[src/rtl/secuenciador_defs.sv]
// ---------------------------------------------------------------------------
// secuenciador_defs
//
// Definitions shared by the power-up sequencer and its interval timer:
//   - estado_t   : 3-bit encoding of the sequencer states.
//   - cnt_width  : width of the interval counter, sized to hold the larger of
//                  the HOLD and TIMEOUT intervals without wrapping.
// ---------------------------------------------------------------------------
package secuenciador_defs;

    typedef enum logic [2:0] {
        ST_IDLE  = 3'd0,
        ST_HOLD  = 3'd1,
        ST_WAIT  = 3'd2,
        ST_READY = 3'd3,
        ST_FAULT = 3'd4
    } estado_t;

    // $clog2(max(hold, timeout) + 1)
    function automatic int cnt_width(input int hold, input int timeout);
        int mayor;
        mayor = (hold > timeout) ? hold : timeout;
        return $clog2(mayor + 1);
    endfunction

endpackage

[src/rtl/temporizador.sv]
// ---------------------------------------------------------------------------
// temporizador
//
// Clearable up-counter with a terminal-count compare. The sequencer uses one
// instance for both the reset-hold interval and the acknowledge timeout by
// switching the compare value with its state.
//
// Ports:
//   clk_i      : clock
//   rst_i      : synchronous active-high reset, clears the count
//   clr_i      : synchronous clear (has priority over en_i)
//   en_i       : count enable
//   limite_i   : terminal-count value compared against the current count
//   fin_o      : high while the current count equals limite_i
// ---------------------------------------------------------------------------
module temporizador #(
    parameter int W = 4
) (
    input  logic         clk_i,
    input  logic         rst_i,
    input  logic         clr_i,
    input  logic         en_i,
    input  logic [W-1:0] limite_i,
    output logic         fin_o
);

    logic [W-1:0] cuenta_q;

    // The count saturates instead of wrapping; in normal use it is cleared
    // on reaching the terminal count, so saturation is only a safety net.
    always_ff @(posedge clk_i) begin
        if (rst_i || clr_i) begin
            cuenta_q <= '0;
        end else if (en_i && (cuenta_q != '1)) begin
            cuenta_q <= cuenta_q + 1'b1;
        end
    end

    assign fin_o = (cuenta_q == limite_i);

endmodule

[src/rtl/secuenciador_arranque.sv]
// ---------------------------------------------------------------------------
// secuenciador_arranque
//
// Power-up sequencer. After `ini` is seen it releases the resets of N
// subsystems one at a time in index order: each stage is held in reset for
// HOLD cycles, released, and then the sequencer waits up to TIMEOUT cycles
// for that stage's `done` acknowledge before moving on. When the last stage
// acknowledges, `ready` rises. A missed acknowledge latches `fault`, puts
// every subsystem back into reset and stays there until `rst`.
//
// Ports:
//   clk        : system clock
//   rst        : synchronous active-high reset (priority over everything)
//   ini        : level start request from the power-on initializer
//   done[N]    : per-stage acknowledge, only done[stage] is looked at, and
//                only while waiting
//   rst_stage  : active-high reset per subsystem (registered)
//   stage      : index of the current / last stage (registered)
//   ready      : all stages released and acknowledged (registered)
//   fault      : sticky acknowledge-timeout flag (registered)
//   estado_o   : current FSM state, for observation only
// ---------------------------------------------------------------------------
module secuenciador_arranque
    import secuenciador_defs::*;
#(
    parameter int N       = 4,
    parameter int HOLD    = 16,
    parameter int TIMEOUT = 1024,
    localparam int SW     = (N > 1) ? $clog2(N) : 1
) (
    input  logic          clk,
    input  logic          rst,
    input  logic          ini,
    input  logic [N-1:0]  done,
    output logic [N-1:0]  rst_stage,
    output logic [SW-1:0] stage,
    output logic          ready,
    output logic          fault,
    output estado_t       estado_o
);

    localparam int            CW       = cnt_width(HOLD, TIMEOUT);
    localparam logic [CW-1:0] HOLD_LIM = CW'(HOLD - 1);
    localparam logic [CW-1:0] TO_LIM   = CW'(TIMEOUT - 1);
    localparam logic [SW-1:0] LAST     = SW'(N - 1);

    estado_t       state_q;
    logic [N-1:0]  rst_stage_q;
    logic [SW-1:0] stage_q;
    logic          ready_q;
    logic          fault_q;

    // Timer control, derived from the registered state.
    logic          t_clr;
    logic          t_en;
    logic [CW-1:0] t_limite;
    logic          t_fin;
    logic          done_k;

    // Only the acknowledge of the stage currently being sequenced matters.
    assign done_k = done[stage_q];

    // The counter is cleared on every state change and whenever it is not
    // actively timing an interval, so each HOLD and WAIT starts from zero.
    always_comb begin
        t_clr    = 1'b1;
        t_en     = 1'b0;
        t_limite = TO_LIM;
        case (state_q)
            ST_HOLD: begin
                t_limite = HOLD_LIM;
                if (!t_fin) begin
                    t_clr = 1'b0;
                    t_en  = 1'b1;
                end
            end
            ST_WAIT: begin
                // Acknowledge or timeout both leave WAIT: clear in either case.
                if (!done_k && !t_fin) begin
                    t_clr = 1'b0;
                    t_en  = 1'b1;
                end
            end
            default: begin
            end
        endcase
    end

    temporizador #(
        .W (CW)
    ) u_temporizador (
        .clk_i    (clk),
        .rst_i    (rst),
        .clr_i    (t_clr),
        .en_i     (t_en),
        .limite_i (t_limite),
        .fin_o    (t_fin)
    );

    // Sequencer FSM with all outputs registered alongside the state.
    always_ff @(posedge clk) begin
        if (rst) begin
            state_q     <= ST_IDLE;
            rst_stage_q <= '1;
            stage_q     <= '0;
            ready_q     <= 1'b0;
            fault_q     <= 1'b0;
        end else begin
            case (state_q)
                ST_IDLE: begin
                    if (ini) begin
                        state_q <= ST_HOLD;
                    end
                end

                ST_HOLD: begin
                    // Release only the current stage; lower stages are
                    // already out of reset, higher ones stay held.
                    if (t_fin) begin
                        rst_stage_q[stage_q] <= 1'b0;
                        state_q              <= ST_WAIT;
                    end
                end

                ST_WAIT: begin
                    // An acknowledge on the final timeout edge still counts.
                    if (done_k) begin
                        if (stage_q == LAST) begin
                            ready_q <= 1'b1;
                            state_q <= ST_READY;
                        end else begin
                            stage_q <= stage_q + 1'b1;
                            state_q <= ST_HOLD;
                        end
                    end else if (t_fin) begin
                        fault_q     <= 1'b1;
                        rst_stage_q <= '1;
                        state_q     <= ST_FAULT;
                    end
                end

                ST_READY: begin
                    if (!ini) begin
                        rst_stage_q <= '1;
                        ready_q     <= 1'b0;
                        stage_q     <= '0;
                        state_q     <= ST_IDLE;
                    end
                end

                ST_FAULT: begin
                    // Terminal until rst; stage keeps the failing index.
                    fault_q     <= 1'b1;
                    ready_q     <= 1'b0;
                    rst_stage_q <= '1;
                end

                default: begin
                    state_q     <= ST_IDLE;
                    rst_stage_q <= '1;
                    stage_q     <= '0;
                    ready_q     <= 1'b0;
                end
            endcase
        end
    end

    assign rst_stage = rst_stage_q;
    assign stage     = stage_q;
    assign ready     = ready_q;
    assign fault     = fault_q;
    assign estado_o  = state_q;

endmodule

[config.mk]
export PLATFORM = sky130hd
export DESIGN_NAME = secuenciador_arranque
export DESIGN_NICKNAME = d
export VERILOG_FILES = /design/src/rtl/secuenciador_defs.sv /design/src/rtl/temporizador.sv /design/src/rtl/secuenciador_arranque.sv
export SDC_FILE = /design/constraint.sdc
export NUM_CORES = 1
export LEC_CHECK = 0
export BUFFER_PORTS_ARGS = -buffer_cell sky130_fd_sc_hd__buf_2
export CORE_MARGIN = 4
export CORE_UTILIZATION = 25
export DETAILED_ROUTE_END_ITERATION = 16
export SLEW_MARGIN = 20
export SYNTH_ARGS = -nofsm -noshare
export SYNTH_HDL_FRONTEND = slang
export SYNTH_SLANG_ARGS = --single-unit
[constraint.sdc]
create_clock -name clk -period 2.78 [get_ports clk]
set_clock_uncertainty 0.1 [all_clocks]
set_input_delay 0.834 -clock clk [delete_from_list [all_inputs] [get_ports clk]]
set_output_delay 0.834 -clock clk [all_outputs]
set_load 0.02 [all_outputs]
# Word level (Yosys, flattened, before mapping)
# Cells that the tools add are included.
[word_totals]
regBits = 22
latchBits = 0
ramBits = 0
mem_bits_ro = 0
inputBits = 7
output_inout_bits = 11
elab_cells = 81
memories = 0
[classes]
add_sub_neg = 2
n_mul = 0
div = 0
order_cmp = 2
n_eq_ne = 16
shift = 0
muxes = 34
bitwise = 6
n_reduce_logical = 15
[ops]
columns = ["cell", "n"]
rows = [
  ["2-to-1 mux 4 bit", 4],
  ["!= test 2 bit (second input constant)", 8],
  ["one-hot mux 4 bit (4 select lines)", 1],
  ["2-to-1 mux 3 bit", 5],
  ["one-hot mux 3 bit (5 select lines)", 1],
  ["adder 11 x 1 -> 11 bit (second input constant)", 1],
  ["equality test 11 x 10 -> 1 bit", 1],
  ["2-to-1 mux 1 bit", 11],
  ["!= test 11 bit (second input constant)", 1],
  ["2-to-1 mux 10 bit", 1],
  ["AND reduction 5 bit", 2],
  ["2-to-1 mux 2 bit", 4],
  ["AND reduction 4 bit", 2],
  ["equality test 3 x 2 -> 1 bit (second input constant)", 2],
  ["one-hot mux 1 bit (2 select lines)", 3],
  ["one-hot mux 2 bit (3 select lines)", 1],
  ["AND 4 bit", 1],
  ["inverter 1 bit", 4],
  ["inverter 4 bit", 1],
  ["equality test 3 x 1 -> 1 bit (second input constant)", 1],
  ["equality test 3 bit (second input constant)", 1],
  ["logical AND 1 bit", 3],
  ["zero test 3 bit", 1],
  ["< comparator 2 x 3 -> 1 bit (second input constant)", 1],
  ["13 further kinds", 14],
]

# Depth between registers and ports, before layout
[depth]
depth_word = 8
mapped_depth = 7
mapped_depth_nobuf = 6

# Hierarchy
# Synthesis repeated with hierarchy kept, for this count alone.
[hier_totals]
cells_unflattened = 165
hier_area_um2 = 1365.1
[modules_own_cells]
columns = ["mod", "n_inst", "cells_per_inst", "area_each_um2", "seq_area_each_um2"]
rows = [
  ["temporizador", 1, 79, 691.9, 220.2],
  ["secuenciador_arranque", 1, 86, 673.1, 220.2],
]

# Worst setup path after synthesis
# No wires, ideal clock.
[synth_path]
path_kind = "input port to flip-flop"
start = "in done[3]"
end = "reg rst_stage_q[0], in the netlist rst_stage[0]"
setup_ns = 0.124
arrival_ns = 2.468
required_ns = 2.556
path_slack_ns = 0.088
cell_stages = 6
n_path_buf = 1
path_cell_list = "mux4_2 -> clkbuf_1 -> nand2b_1 -> a21oi_1 -> or3_1 -> a2111o_1"
[synth_between]
elab_chain_cells = 4
[synth_rtl]
columns = ["element", "line_no", "rtl"]
rows = [
  ["start: declaration", "secuenciador_arranque.sv:34", "input logic [N-1:0] done,"],
  ["binary-select mux 1 bit (select 2 bit)", "secuenciador_arranque.sv:61", "assign done_k = done[stage_q];"],
  ["2-to-1 mux 1 bit (not written as such)", "secuenciador_arranque.sv:61", ""],
  ["!= test 2 bit (no line)", "n/a", ""],
  ["AND reduction 5 bit (no line)", "n/a", ""],
  ["end signal: assignment", "secuenciador_arranque.sv:104", "rst_stage_q <= '1;"],
  ["end signal: indexed assignment", "secuenciador_arranque.sv:120", "rst_stage_q[stage_q] <= 1'b0;"],
  ["end signal: assignment", "secuenciador_arranque.sv:137", "rst_stage_q <= '1;"],
  ["end: declaration", "secuenciador_arranque.sv:48", "logic [N-1:0] rst_stage_q;"],
]
# Every way passes these cells. The select of a mux whose other input is x is not followed.
# A chain may end at the register's enable or synchronous reset.

# Worst setup path after layout
[layout_path]
start = "in done[3]"
end = "reg u_temporizador.cuenta_q[8]"
[layout_between]
elab_chain_cells = 7
elab_cells_between_ends = 10
cone_classes = "mux (6); reduce/logical (4)"
[layout_rtl]
columns = ["element", "line_no", "rtl"]
rows = [
  ["binary-select mux 1 bit (select 2 bit) (*)", "secuenciador_arranque.sv:61", ""],
  ["2-to-1 mux 1 bit (not written as such) (*)", "secuenciador_arranque.sv:61", ""],
  ["zero test 1 bit (*)", "secuenciador_arranque.sv:79", "if (!done_k && !t_fin) begin"],
  ["logical AND 1 bit (*)", "secuenciador_arranque.sv:79", ""],
  ["2-to-1 mux 1 bit", "secuenciador_arranque.sv:79", ""],
  ["one-hot mux 1 bit (2 select lines)", "secuenciador_arranque.sv:69", "case (state_q)"],
  ["logical AND 1 bit or logical OR 1 bit (tied branches)", "temporizador.sv:34, temporizador.sv:32", ""],
  ["end signal: assignment", "temporizador.sv:35", "cuenta_q <= cuenta_q + 1'b1;"],
  ["end: declaration", "temporizador.sv:27", "logic [W-1:0] cuenta_q;"],
]
# Mark *: on every way between the ends. The rest lies on a longest branch, timed or not. The select of a mux whose other input is x is not followed.

==> metrics.md <==
| Metric | Value |
|---|---|
| Total power draw | `0.8074 mW` |
| Worst setup startpoint | `done[3]` |
| R2r worst-path depth | `5` |
| Via count | `1212` |
| Core Util, Final | `32.26%` |
| Post-synth EDFFs | `0` |
| Antenna Cells | `0` |
| Post-synthesis average cell area | `8.355 sq um` |
| Final setup vio count | `0` |
| Layout Nets | `189` |
| Routed vias/inst | `4.988` |
| Crit-path max cell delay | `0.50 ns` |
| Relative slew slack | `59.99%` |
| Layout cells sized above 1 | `20.45%` |
| Antenna-violating nets left | `0` |
| H-tree depth | `1` |
| Die Span X | `79.28 um` |
| Post-synth design cell area | `1270 sq um` |
| Total gr overflow | `0` |
| Clk_lat worst skew | `0.27 ns` |
| Register Area | `440.4 sq um` |
| Post-route setup TNS | `0 ns` |
| Fillcell total | `527` |
| Iteration-0 DRC Markers | `45` |
| WP data arrival | `2.64 ns` |
| Buf+Inv Stages, Crit Path | `1` |
| Yosys top cell by area | `dfxtp_1` |
| Layout area overhead | `22.36%` |
| CTS tree | `yes` |
| Fmax | `0.3957 GHz` |
| Post-CTS setup buffer count | `0` |
| Slew @ Worst Pin | `0.5947 ns` |
| Drt first pass iters | `5` |
| Final hold slack | `0.3931 ns` |
| Synth Instances | `152` |
| Die area | `6285 sq um` |
| DRC | `0` |
| Final Hold Fails | `0` |
| Clock-pin slew on the worst setup and hold paths | `0.08 ns` |
| IO Port Bufs | `17` |
| Yosys warning total | `0` |
| Top-count cell post-synth | `dfxtp_1` |
| CP Capture Point | `u_temporizador.cuenta_q[8]$_SDFFE_PP0P_` |
| Largest net degree at the start of global routing | `17` |
| WL final | `2841 um` |
| Power Density | `519.6 nW/um^2` |
| Initial antenna violation count | `0` |
| First-pass GRT wire length | `4816 um` |
| Num ports | `18` |
| Post-DR wirelength/cell | `11.69 um` |
| Peak VDD IR | `0.2287 mV` |
| Synth Flop Type | `dfxtp_1` |
| Worst Path Required | `2.89 ns` |
| Setup WS post-layout | `0.2526 ns` |
| Area of the multi-input gates | `772.0 sq um` |
| Resized Gates After CTS | `0` |
| Hold Buf Count CTS | `0` |
| CTS Buf Count | `3` |
| FF+latch count, synth | `22` |
| Crit Path Class | `in2reg` |
| Critical path fanouts, max | `9` |
| Crit-path leading delay family | `simple AND/OR/NAND/NOR gates` |
| Synthesized net count | `164` |
| Vias in the first global route | `1083` |
| Gp weighted congestion | `0.8274` |
| Die Span Y | `79.28 um` |
| Row count | `25` |
| Core ar. | `4817 sq um` |
| Max-slew violation count | `0` |
| Status | `completed` |
| Longest Clk Path Bufs | `2` |
| Slowest cell on the critical path | `mux4_2` |
| HP Class | `reg2reg` |
| Min Tclk post-route | `2.527 ns` |
| Cell Chain, Critical Path | `buf_2, mux4_2, o21a_1, or3_4, or4_1, a21oi_1` |
| Nature of the critical path startpoint | `input port` |
| Worst R2R Start | `stage[0]$_SDFFE_PP0P_` |
| Levels on crit path | `6` |
| RSZ-0062 raised after global routing | `false` |
| HPWL after DPL | `2141 um` |
| Asr flop ratio synth | `0%` |
| Gr usage total | `9.593%` |
| Synth top cells by count | `dfxtp_1 (22), a21oi_1 (14), nor2_1 (13)` |
| Initial Util | `26.36%` |
| Max_cap viols | `0` |
| Post-synthesis sequential area ratio | `34.68%` |
| Top cells by area, synth | `dfxtp_1 (35%), a21oi_1 (5.5%), ha_1 (4.9%), nor2_1 (3.8%), a2111o_1 (3.5%)` |
| Post-synth cell types | `44` |
| Root Buffer | `clkbuf_8` |
| CTS Sinks | `22` |
| Synth top area share | `34.68%` |
| Flop-to-flop setup slack | `0.50 ns` |
| R2r endpoint | `u_temporizador.cuenta_q[8]$_SDFFE_PP0P_` |
| Final Cycle Share | `90.91%` |
| Leak | `0.5407 nW` |
| Place WS | `-0.03559 ns` |
| Setup crit end kind | `flip-flop` |
==> stage by stage <==
step / instances / area (sq um)
finish: 243 / 1554
global route: 243 / 1554
CTS: 243 / 1554
detailed placement: 239 / 1483
global placement: 239 / 1483
floorplan: 152 / 1270
==> worst min path at each step <==
stage                                                         from                                        to  slack, ns  cells after the start
after floorplan           u_temporizador.cuenta_q[10]$_SDFFE_PP0P_  u_temporizador.cuenta_q[10]$_SDFFE_PP0P_       0.36                      2
after global placement                   rst_stage[1]$_SDFFE_PP1P_                 rst_stage[1]$_SDFFE_PP1P_       0.37                      1
after detailed placement                 rst_stage[1]$_SDFFE_PP1P_                 rst_stage[1]$_SDFFE_PP1P_       0.38                      1
after CTS                                rst_stage[1]$_SDFFE_PP1P_                 rst_stage[1]$_SDFFE_PP1P_       0.40                      1
after global routing                     rst_stage[0]$_SDFFE_PP1P_                 rst_stage[0]$_SDFFE_PP1P_       0.43                      1
final                                    rst_stage[1]$_SDFFE_PP1P_                 rst_stage[1]$_SDFFE_PP1P_       0.39                      1
==> cell families (layout without fill, tap and decap cells) <==
group                    count (synthesis)  count (layout)  synth area share [%]
adder cells (fa/ha/maj)                  5               5                 4.926
AND/OR/NAND/NOR                         65              65                 29.16
AO/OA/AOI/OAI                           42              42                 22.07
flip-flops                              22              22                 34.68
XOR/XNOR                                 3               3                 2.069
multiplexers                             2               2                 2.561
buffers and inverters                   13              37                 4.532
==> where the power goes <==
group          leakage [nW]  internal (mW)  switching [mW]  total (mW)
registers             0.178          0.324         0.00847       0.333
logic                 0.327         0.0764          0.0973       0.174
clock network        0.0357          0.193           0.109       0.301
total                 0.541          0.593           0.214       0.807
==> layout by cell type, fill, tap and decap left out, types with 5 or more instances in the layout <==
master    n
or3_1     5
a21oi_1  14
nor3_1    5
nand2_1   7
buf_2    17
nor2_1   13
dfxtp_1  22
ha_1      5
inv_1     5
buf_4    11
o21ai_0   7
==> registers in the layout, summed over array words and instances, names as in the netlist <==
register / cells
u_temporizador.cuenta_q: 11
rst_stage: 4
estado_o: 3
stage: 2
fault: 1
ready: 1
==> metal layers <==
metal	track usage (%)	share of wire, %	wire [um]	up-vias
met4	4.124	1.3	38	0
met2	14.65	45	1274	21
met3	3.061	4.9	139	4
met1	12.33	49	1389	569
li1	-	-	-	618
met5	0	0	0	-
==> worst register-to-register path, stage by stage, from the launching register on <==
cell     delay [ns]
dfxtp_1        0.37
mux4_2         0.56
o21a_1         0.23
or3_4          0.43
or4_1          0.40
a21oi_1        0.14
==> area by class of cell <==
type	count	share of cell area (%)
clock inverters	1	1.932
clock buffers	3	2.657
flip-flops and latches	22	28.34
well taps	67	5.395
repair buffers	28	10.79
multi-input cells	117	49.68
inverters	5	1.208
Note: power is estimated with default switching activity, not from simulation.
